===== config.mk =====
export PLATFORM = sky130hd
export DESIGN_NAME = mem_rw_arbiter_flat
export DESIGN_NICKNAME = d
export VERILOG_FILES = /design/src/rtl/mem_rw_arbiter_if.sv /design/src/rtl/mem_rw_arbiter.sv /design/src/flat_wrapper.sv
export SDC_FILE = /design/constraint.sdc
export NUM_CORES = 1
export LEC_CHECK = 0
export ABC_AREA = 1
export BUFFER_PORTS_ARGS = -buffer_cell sky130_fd_sc_hd__buf_2
export CORE_AREA = 2 2 340 342
export CTS_CLUSTER_SIZE = 30
export DETAILED_ROUTE_END_ITERATION = 8
export DIE_AREA = 0 0 342 344
export PLACE_DENSITY = 0.51
export SKIP_CTS_REPAIR_TIMING = 1
export SLEW_MARGIN = 20
export SYNTH_ARGS = -nofsm -noshare
export SYNTH_HDL_FRONTEND = slang
export SYNTH_SLANG_ARGS = --single-unit

===== constraint.sdc =====
create_clock -name clk -period 6.9 [get_ports clk]
set_input_delay 0.69 -clock clk [delete_from_list [all_inputs] [get_ports clk]]
set_output_delay 0.69 -clock clk [all_outputs]
set_load 0.03 [all_outputs]

===== src/rtl/mem_rw_arbiter_if.sv =====
// mem_rw_arbiter_if: client request/response and RAM-side signals of mem_rw_arbiter
// Ports carried (grouped, no clock/reset):
//   read clients : rd_req_valid/ready/addr, rd_resp_valid/ready/data
//   write clients: wr_valid/ready/addr/data/strb
//   memory       : ren/raddr/rdata, wen/waddr/wdata/wstrb
// slave is the arbiter side; master is the clients plus memory side.
interface mem_rw_arbiter_if #(
  parameter int N_RD       = 2,
  parameter int N_WR       = 2,
  parameter int ADDR_WIDTH = 28,
  parameter int DATA_WIDTH = 128
);
  logic [N_RD-1:0]              rd_req_valid;
  logic [N_RD-1:0]              rd_req_ready;
  logic [N_RD*ADDR_WIDTH-1:0]   rd_req_addr;
  logic [N_RD-1:0]              rd_resp_valid;
  logic [N_RD-1:0]              rd_resp_ready;
  logic [DATA_WIDTH-1:0]        rd_resp_data;
  logic [N_WR-1:0]              wr_valid;
  logic [N_WR-1:0]              wr_ready;
  logic [N_WR*ADDR_WIDTH-1:0]   wr_addr;
  logic [N_WR*DATA_WIDTH-1:0]   wr_data;
  logic [N_WR*DATA_WIDTH/8-1:0] wr_strb;
  logic                         ren;
  logic [ADDR_WIDTH-1:0]        raddr;
  logic [DATA_WIDTH-1:0]        rdata;
  logic                         wen;
  logic [ADDR_WIDTH-1:0]        waddr;
  logic [DATA_WIDTH-1:0]        wdata;
  logic [DATA_WIDTH/8-1:0]      wstrb;
  modport slave (
    input  rd_req_valid, rd_req_addr, rd_resp_ready, wr_valid, wr_addr, wr_data, wr_strb, rdata,
    output rd_req_ready, rd_resp_valid, rd_resp_data, wr_ready, ren, raddr, wen, waddr, wdata, wstrb
  );
  modport master (
    output rd_req_valid, rd_req_addr, rd_resp_ready, wr_valid, wr_addr, wr_data, wr_strb, rdata,
    input  rd_req_ready, rd_resp_valid, rd_resp_data, wr_ready, ren, raddr, wen, waddr, wdata, wstrb
  );
endinterface


===== src/rtl/mem_rw_arbiter.sv =====
// mem_rw_arbiter: multiplexes N_RD read and N_WR write clients onto one word-addressed RAM port
// Ports: clk, rstn (async active-low), bus (mem_rw_arbiter_if.slave: client handshakes and RAM signals).
// Reads: credit-gated arbitration, registered ren/raddr, tag pipeline aligned with rdata,
// in-order response FIFO. Writes: arbitration, registered wen/waddr/wdata/wstrb.
// MEM_ARB_FIXED_PRIO_EN: when defined both arbiters are fixed priority (lowest index wins),
// otherwise round-robin starting after the last granted client.
module mem_rw_arbiter #(
  parameter int N_RD       = 2,
  parameter int N_WR       = 2,
  parameter int ADDR_WIDTH = 28,
  parameter int DATA_WIDTH = 128,
  parameter int RD_LATENCY = 1,
  parameter int RESP_DEPTH = 4
) (
  input logic             clk,
  input logic             rstn,
  mem_rw_arbiter_if.slave bus
);
  localparam int RW = N_RD > 1 ? $clog2(N_RD) : 1;
  localparam int WW = N_WR > 1 ? $clog2(N_WR) : 1;
  localparam int PW = RESP_DEPTH > 1 ? $clog2(RESP_DEPTH) : 1;
  localparam int CW = $clog2(RESP_DEPTH + 1);
  logic                  wg_v, rg_v, wr_acc, rd_acc, raw, push, pop;
  logic [WW-1:0]         wg_i;
  logic [RW-1:0]         rg_i;
  logic [CW-1:0]         credits, cnt;
  logic [PW-1:0]         rp, wp;
  logic [RW-1:0]         ren_tag;
  logic [RD_LATENCY-1:0] tp_v;
  logic [RW-1:0]         tp_i [RD_LATENCY];
  logic [DATA_WIDTH-1:0] fifo_d [RESP_DEPTH];
  logic [RW-1:0]         fifo_t [RESP_DEPTH];
`ifdef MEM_ARB_FIXED_PRIO_EN
  always_comb begin
    wg_v = 1'b0;
    wg_i = '0;
    rg_v = 1'b0;
    rg_i = '0;
    for (int k = N_WR - 1; k >= 0; k--)
      if (bus.wr_valid[k]) begin
        wg_v = 1'b1;
        wg_i = WW'(k);
      end
    for (int k = N_RD - 1; k >= 0; k--)
      if (bus.rd_req_valid[k]) begin
        rg_v = 1'b1;
        rg_i = RW'(k);
      end
  end
`else
  logic [WW-1:0] wr_ptr;
  logic [RW-1:0] rd_ptr;
  // Descending scan so the candidate closest to the pointer is the last (winning) assignment.
  always_comb begin
    wg_v = 1'b0;
    wg_i = '0;
    rg_v = 1'b0;
    rg_i = '0;
    for (int k = N_WR - 1; k >= 0; k--)
      if (bus.wr_valid[(int'(wr_ptr) + k) % N_WR]) begin
        wg_v = 1'b1;
        wg_i = WW'((int'(wr_ptr) + k) % N_WR);
      end
    for (int k = N_RD - 1; k >= 0; k--)
      if (bus.rd_req_valid[(int'(rd_ptr) + k) % N_RD]) begin
        rg_v = 1'b1;
        rg_i = RW'((int'(rd_ptr) + k) % N_RD);
      end
  end
  always_ff @(posedge clk or negedge rstn)
    if (!rstn) begin
      wr_ptr <= '0;
      rd_ptr <= '0;
    end else begin
      if (wr_acc) wr_ptr <= WW'((int'(wg_i) + 1) % N_WR);
      if (rd_acc) rd_ptr <= RW'((int'(rg_i) + 1) % N_RD);
    end
`endif
  // A read to the address being written this cycle waits one cycle so memory sees the write first.
  assign raw = wg_v && bus.wr_addr[wg_i*ADDR_WIDTH +: ADDR_WIDTH] == bus.rd_req_addr[rg_i*ADDR_WIDTH +: ADDR_WIDTH];
  assign wr_acc = rstn && wg_v;
  assign rd_acc = rstn && rg_v && credits != '0 && !raw;
  assign bus.wr_ready = wr_acc ? N_WR'(1) << wg_i : '0;
  assign bus.rd_req_ready = rd_acc ? N_RD'(1) << rg_i : '0;
  assign push = tp_v[RD_LATENCY-1];
  assign bus.rd_resp_valid = cnt != '0 ? N_RD'(1) << fifo_t[rp] : '0;
  assign bus.rd_resp_data = fifo_d[rp];
  assign pop = |(bus.rd_resp_valid & bus.rd_resp_ready);
  // Credits cover both the tag pipeline and the FIFO, so a push always finds room.
  always_ff @(posedge clk or negedge rstn)
    if (!rstn) begin
      bus.wen   <= 1'b0;
      bus.waddr <= '0;
      bus.wdata <= '0;
      bus.wstrb <= '0;
      bus.ren   <= 1'b0;
      bus.raddr <= '0;
      ren_tag   <= '0;
      tp_v      <= '0;
      for (int k = 0; k < RD_LATENCY; k++) tp_i[k] <= '0;
      rp        <= '0;
      wp        <= '0;
      cnt       <= '0;
      credits   <= CW'(RESP_DEPTH);
    end else begin
      bus.wen <= wr_acc;
      if (wr_acc) begin
        bus.waddr <= bus.wr_addr[wg_i*ADDR_WIDTH +: ADDR_WIDTH];
        bus.wdata <= bus.wr_data[wg_i*DATA_WIDTH +: DATA_WIDTH];
        bus.wstrb <= bus.wr_strb[wg_i*(DATA_WIDTH/8) +: DATA_WIDTH/8];
      end
      bus.ren <= rd_acc;
      if (rd_acc) begin
        bus.raddr <= bus.rd_req_addr[rg_i*ADDR_WIDTH +: ADDR_WIDTH];
        ren_tag   <= rg_i;
      end
      tp_v[0] <= bus.ren;
      tp_i[0] <= ren_tag;
      for (int k = 1; k < RD_LATENCY; k++) begin
        tp_v[k] <= tp_v[k-1];
        tp_i[k] <= tp_i[k-1];
      end
      if (push) wp <= wp == PW'(RESP_DEPTH - 1) ? '0 : wp + PW'(1);
      if (pop) rp <= rp == PW'(RESP_DEPTH - 1) ? '0 : rp + PW'(1);
      cnt     <= cnt + CW'(push) - CW'(pop);
      credits <= credits - CW'(rd_acc) + CW'(pop);
    end
  always_ff @(posedge clk)
    if (push) begin
      fifo_d[wp] <= bus.rdata;
      fifo_t[wp] <= tp_i[RD_LATENCY-1];
    end
endmodule


===== src/flat_wrapper.sv =====
// flat-port wrapper written by rule: the top's interface ports become plain ports
module mem_rw_arbiter_flat 
#(
  parameter int N_RD       = 2,
  parameter int N_WR       = 2,
  parameter int ADDR_WIDTH = 28,
  parameter int DATA_WIDTH = 128,
  parameter int RD_LATENCY = 1,
  parameter int RESP_DEPTH = 4
)
  (clk, rstn, bus_rd_req_valid, bus_rd_req_addr, bus_rd_resp_ready, bus_wr_valid, bus_wr_addr, bus_wr_data, bus_wr_strb, bus_rdata, bus_rd_req_ready, bus_rd_resp_valid, bus_rd_resp_data, bus_wr_ready, bus_ren, bus_raddr, bus_wen, bus_waddr, bus_wdata, bus_wstrb);
  mem_rw_arbiter_if #(.N_RD(N_RD), .N_WR(N_WR), .ADDR_WIDTH(ADDR_WIDTH), .DATA_WIDTH(DATA_WIDTH)) bus_i ();
  input logic clk;
  input logic rstn;
  input wire logic [$bits(bus_i.rd_req_valid)-1:0] bus_rd_req_valid;
  input wire logic [$bits(bus_i.rd_req_addr)-1:0] bus_rd_req_addr;
  input wire logic [$bits(bus_i.rd_resp_ready)-1:0] bus_rd_resp_ready;
  input wire logic [$bits(bus_i.wr_valid)-1:0] bus_wr_valid;
  input wire logic [$bits(bus_i.wr_addr)-1:0] bus_wr_addr;
  input wire logic [$bits(bus_i.wr_data)-1:0] bus_wr_data;
  input wire logic [$bits(bus_i.wr_strb)-1:0] bus_wr_strb;
  input wire logic [$bits(bus_i.rdata)-1:0] bus_rdata;
  output wire logic [$bits(bus_i.rd_req_ready)-1:0] bus_rd_req_ready;
  output wire logic [$bits(bus_i.rd_resp_valid)-1:0] bus_rd_resp_valid;
  output wire logic [$bits(bus_i.rd_resp_data)-1:0] bus_rd_resp_data;
  output wire logic [$bits(bus_i.wr_ready)-1:0] bus_wr_ready;
  output wire logic [$bits(bus_i.ren)-1:0] bus_ren;
  output wire logic [$bits(bus_i.raddr)-1:0] bus_raddr;
  output wire logic [$bits(bus_i.wen)-1:0] bus_wen;
  output wire logic [$bits(bus_i.waddr)-1:0] bus_waddr;
  output wire logic [$bits(bus_i.wdata)-1:0] bus_wdata;
  output wire logic [$bits(bus_i.wstrb)-1:0] bus_wstrb;
  assign bus_i.rd_req_valid = bus_rd_req_valid;
  assign bus_i.rd_req_addr = bus_rd_req_addr;
  assign bus_i.rd_resp_ready = bus_rd_resp_ready;
  assign bus_i.wr_valid = bus_wr_valid;
  assign bus_i.wr_addr = bus_wr_addr;
  assign bus_i.wr_data = bus_wr_data;
  assign bus_i.wr_strb = bus_wr_strb;
  assign bus_i.rdata = bus_rdata;
  assign bus_rd_req_ready = bus_i.rd_req_ready;
  assign bus_rd_resp_valid = bus_i.rd_resp_valid;
  assign bus_rd_resp_data = bus_i.rd_resp_data;
  assign bus_wr_ready = bus_i.wr_ready;
  assign bus_ren = bus_i.ren;
  assign bus_raddr = bus_i.raddr;
  assign bus_wen = bus_i.wen;
  assign bus_waddr = bus_i.waddr;
  assign bus_wdata = bus_i.wdata;
  assign bus_wstrb = bus_i.wstrb;
  mem_rw_arbiter #(.N_RD(N_RD), .N_WR(N_WR), .ADDR_WIDTH(ADDR_WIDTH), .DATA_WIDTH(DATA_WIDTH), .RD_LATENCY(RD_LATENCY), .RESP_DEPTH(RESP_DEPTH)) u_core (.clk(clk), .rstn(rstn), .bus(bus_i));
endmodule

==> results.yml <==
global_route:
  grt_overflow_total: 0
  grt_busiest_layer: "met2"
  grt_util_met2_pct: 30.4
  grt_use_met1_pct: 24.0
  grt_use_total_pct: 19.0
  use_met3_pct: 6.67
  grt_pass1_vias: 22900
  antenna_found_initial: 61
  grt_start_max_net_pins: 128
  grt_pass1_wl_mm: 162
sta:
  whs_ps: 236
  period_share_pct: 68.9
  slew_headroom_pct: 29.7
  rsz0062_at_grt: "false"
  max_freq_mhz: 210
  fin_ws_ps: 2140
  hold_viol: 0
  worst_clock_skew_ps: 42.9
  finalMaxSlewViolations: 0
  setup_viol: 0
  tightest_slew_ps: 1060
  fin_setup_tns_ps: 0
  min_period_ps: 4760
route:
  drc: 0
  vias: 24100
  drtIter0Drc: 1905
  ant_nets: 0
  first_pass_iters: 5
  via_per_inst: 4.63
  drt_wl_total_mm: 117
  drt-wirelength-per-cell_um: 22.4
logic_synthesis:
  synth_compound_area_share_pct: 8.04
  avgSynthCellArea_um2: 10.7
  synth_top_family_by_area: "simple AND/OR/NAND/NOR gates"
  synthSimpleGateAreaFrac_pct: 17.8
  netlist_instances: 2799
  synthAdderAreaFrac_pct: 0.509
  yosys_most_used_dff: "edfxtp_1"
  synth_xor_area_share_pct: 0.117
  ys_ff_latch: 733
  synth_fp_nets: 3346
  ys_warn_count: 0
  synth_edf_count: 516
  synth_area_mm2: 0.0300
  async_flop_share_pct: 29.6
  synth-seq-area-share_pct: 69.7
  yosysUniqueCellTypes: 28
  synth.area.mux_share_pct: 0
clocking:
  cts.clk_slew.worst_paths_ps: 60
  clock-sinks: 733
  cts_buffers: 84
  tritoncts: "yes"
  clockBufferDepth: 3
  clockRootBuffer: "clkbuf_16"
  clkLatencyLatePin_ps: 670
  htree_levels: 3
final_layout:
  final_common_cell: "buf_2"
  finalNetCount: 4157
  area_growth_pct: 28.9
  final_cells: 5210
  fillCellCount: 11700
  postLayoutCellArea_mm2: 0.0387
  final_core_util_pct: 34.0
  drive_gt1_share_pct: 28.2
  final_cell_mix: "buf_2, nand2_1, edfxtp_1, o21ai_0, nor2_1"
worst_setup_path:
  cp_data_arrival_time_ps: 5340
  path_class: "reg2reg"
  worst_setup_path_start_kind: "register"
  crit_required_ps: 7480
  path_max_fanout: 63
  endpoint_kind: "register"
run_status:
  status: "finished clean"
die:
  rows: 124
  ioPinCount: 872
  initial_core_util_pct: 26.3
  die_w_um: 342
  die-area_mm2: 0.118
  coreArea_mm2: 0.114
  die_height_um: 344
power:
  leakagePower_nw: 16.6
  power_mw: 16.0
  ir_drop_mv: 0.339
  p_per_area_mw_per_mm2: 415
run:
  maxCapViolCount: 0
hold_path:
  min_path_type: "in2reg"
place:
  dpl_cell_area_mm2: 0.0358
  dp_hpwl_mm: 83.0
  dp_cells: 5035
  dpl_worst_slack_ps: 1930
  io_buffers: 871
  gp_congestion: 1.01
[cells in the mapped netlist (7+ instances only)]
cell type,instances,area [um^2]
buf_1,7,26.3
buf_2,39,195
buf_4,13,97.6
clkbuf_1,114,428
dfrtp_1,216,5410
edfxtp_1,516,15500
ha_1,9,113
inv_1,100,375
nand2_1,816,3060
nand3_1,210,1050
nand3b_1,22,165
nor2_1,273,1020
o21ai_0,311,1560
o22ai_1,128,801
[critical path, cell delays in order, from the launching register on]
cell     delay [ps]
dfrtp_1         370
inv_1            60
nand2_2         380
nand2_4         500
inv_2           470
nand2_1          90
nand2_1         100
nand2_1          50
nand2_1          80
nand2_1          60
nor2_1          160
nand2_1         110
nor2_1          100
nand2_1          80
nand2_2         550
inv_1           140
ha_1            320
inv_1            40
ha_1            190
fa_1            410
xnor2_1         180
xor2_1          170
[flip-flops by register name (all words and copies together) (netlist names)]
register	count
u_core.ren_tag	1
u_core.bus.wdata	128
u_core.wr_ptr	1
u_core.credits	3
u_core.push	1
u_core.fifo_t	4
u_core.wp	2
u_core.bus.wstrb	16
u_core.bus.raddr	28
u_core.tp_i	1
u_core.cnt	3
u_core.bus.ren	1
u_core.bus.wen	1
u_core.fifo_d	512
u_core.rp	2
u_core.rd_ptr	1
u_core.bus.waddr	28
[layout make-up]
cell class | count | area, um^2 | share of cell area (%)
clock inverters | 44 | 549 | 1.42
clock buffers | 108 | 2240 | 5.80
flip-flops and latches | 733 | 20900 | 54.1
multi-input cells | 1791 | 7960 | 20.6
repair buffers | 898 | 4620 | 12.0
diodes | 22 | 55.1 | 0.142
well taps | 1512 | 1890 | 4.89
inverters | 102 | 415 | 1.07
[worst paths after layout]
check	cells past startpoint	slack, ps	to	from
min in group asynchronous	2	530	u_core.bus.wdata[88]	rstn
worst min-delay path	1	240	u_core.fifo_d[2][118]	bus_rdata[118]
worst max register to register	21	2140	u_core.credits[2]	u_core.rd_ptr
worst max-delay path	21	2140	u_core.credits[2]	u_core.rd_ptr
worst min register to register	0	440	u_core.push	u_core.bus.ren
max in group asynchronous	5	3560	u_core.bus.wstrb[14]	rstn
[where the power goes]
part,leakage [nW],switching [mW],internal [mW]
combinational,7.88,4.29,1.39
clock,1.36,1.85,2.68
sequential,7.34,0.319,5.51
[kinds of logic after synthesis]
| kind of cell | after synthesis |
|---|---|
| xor+xnor | 4 |
| flops | 733 |
| compound gates | 448 |
| fa+ha+maj | 11 |
| simple gates | 1328 |
| buf+inv | 275 |
[layer usage]
layer	part of all wire (%)	vias up	wire length, um
li1	-	11200	-
met1	41	11700	47700
met2	46	933	54000
met3	9.6	233	11200
met4	3.3	26	3820
met5	0.16	-	189
(Power assumes the default switching activity.)
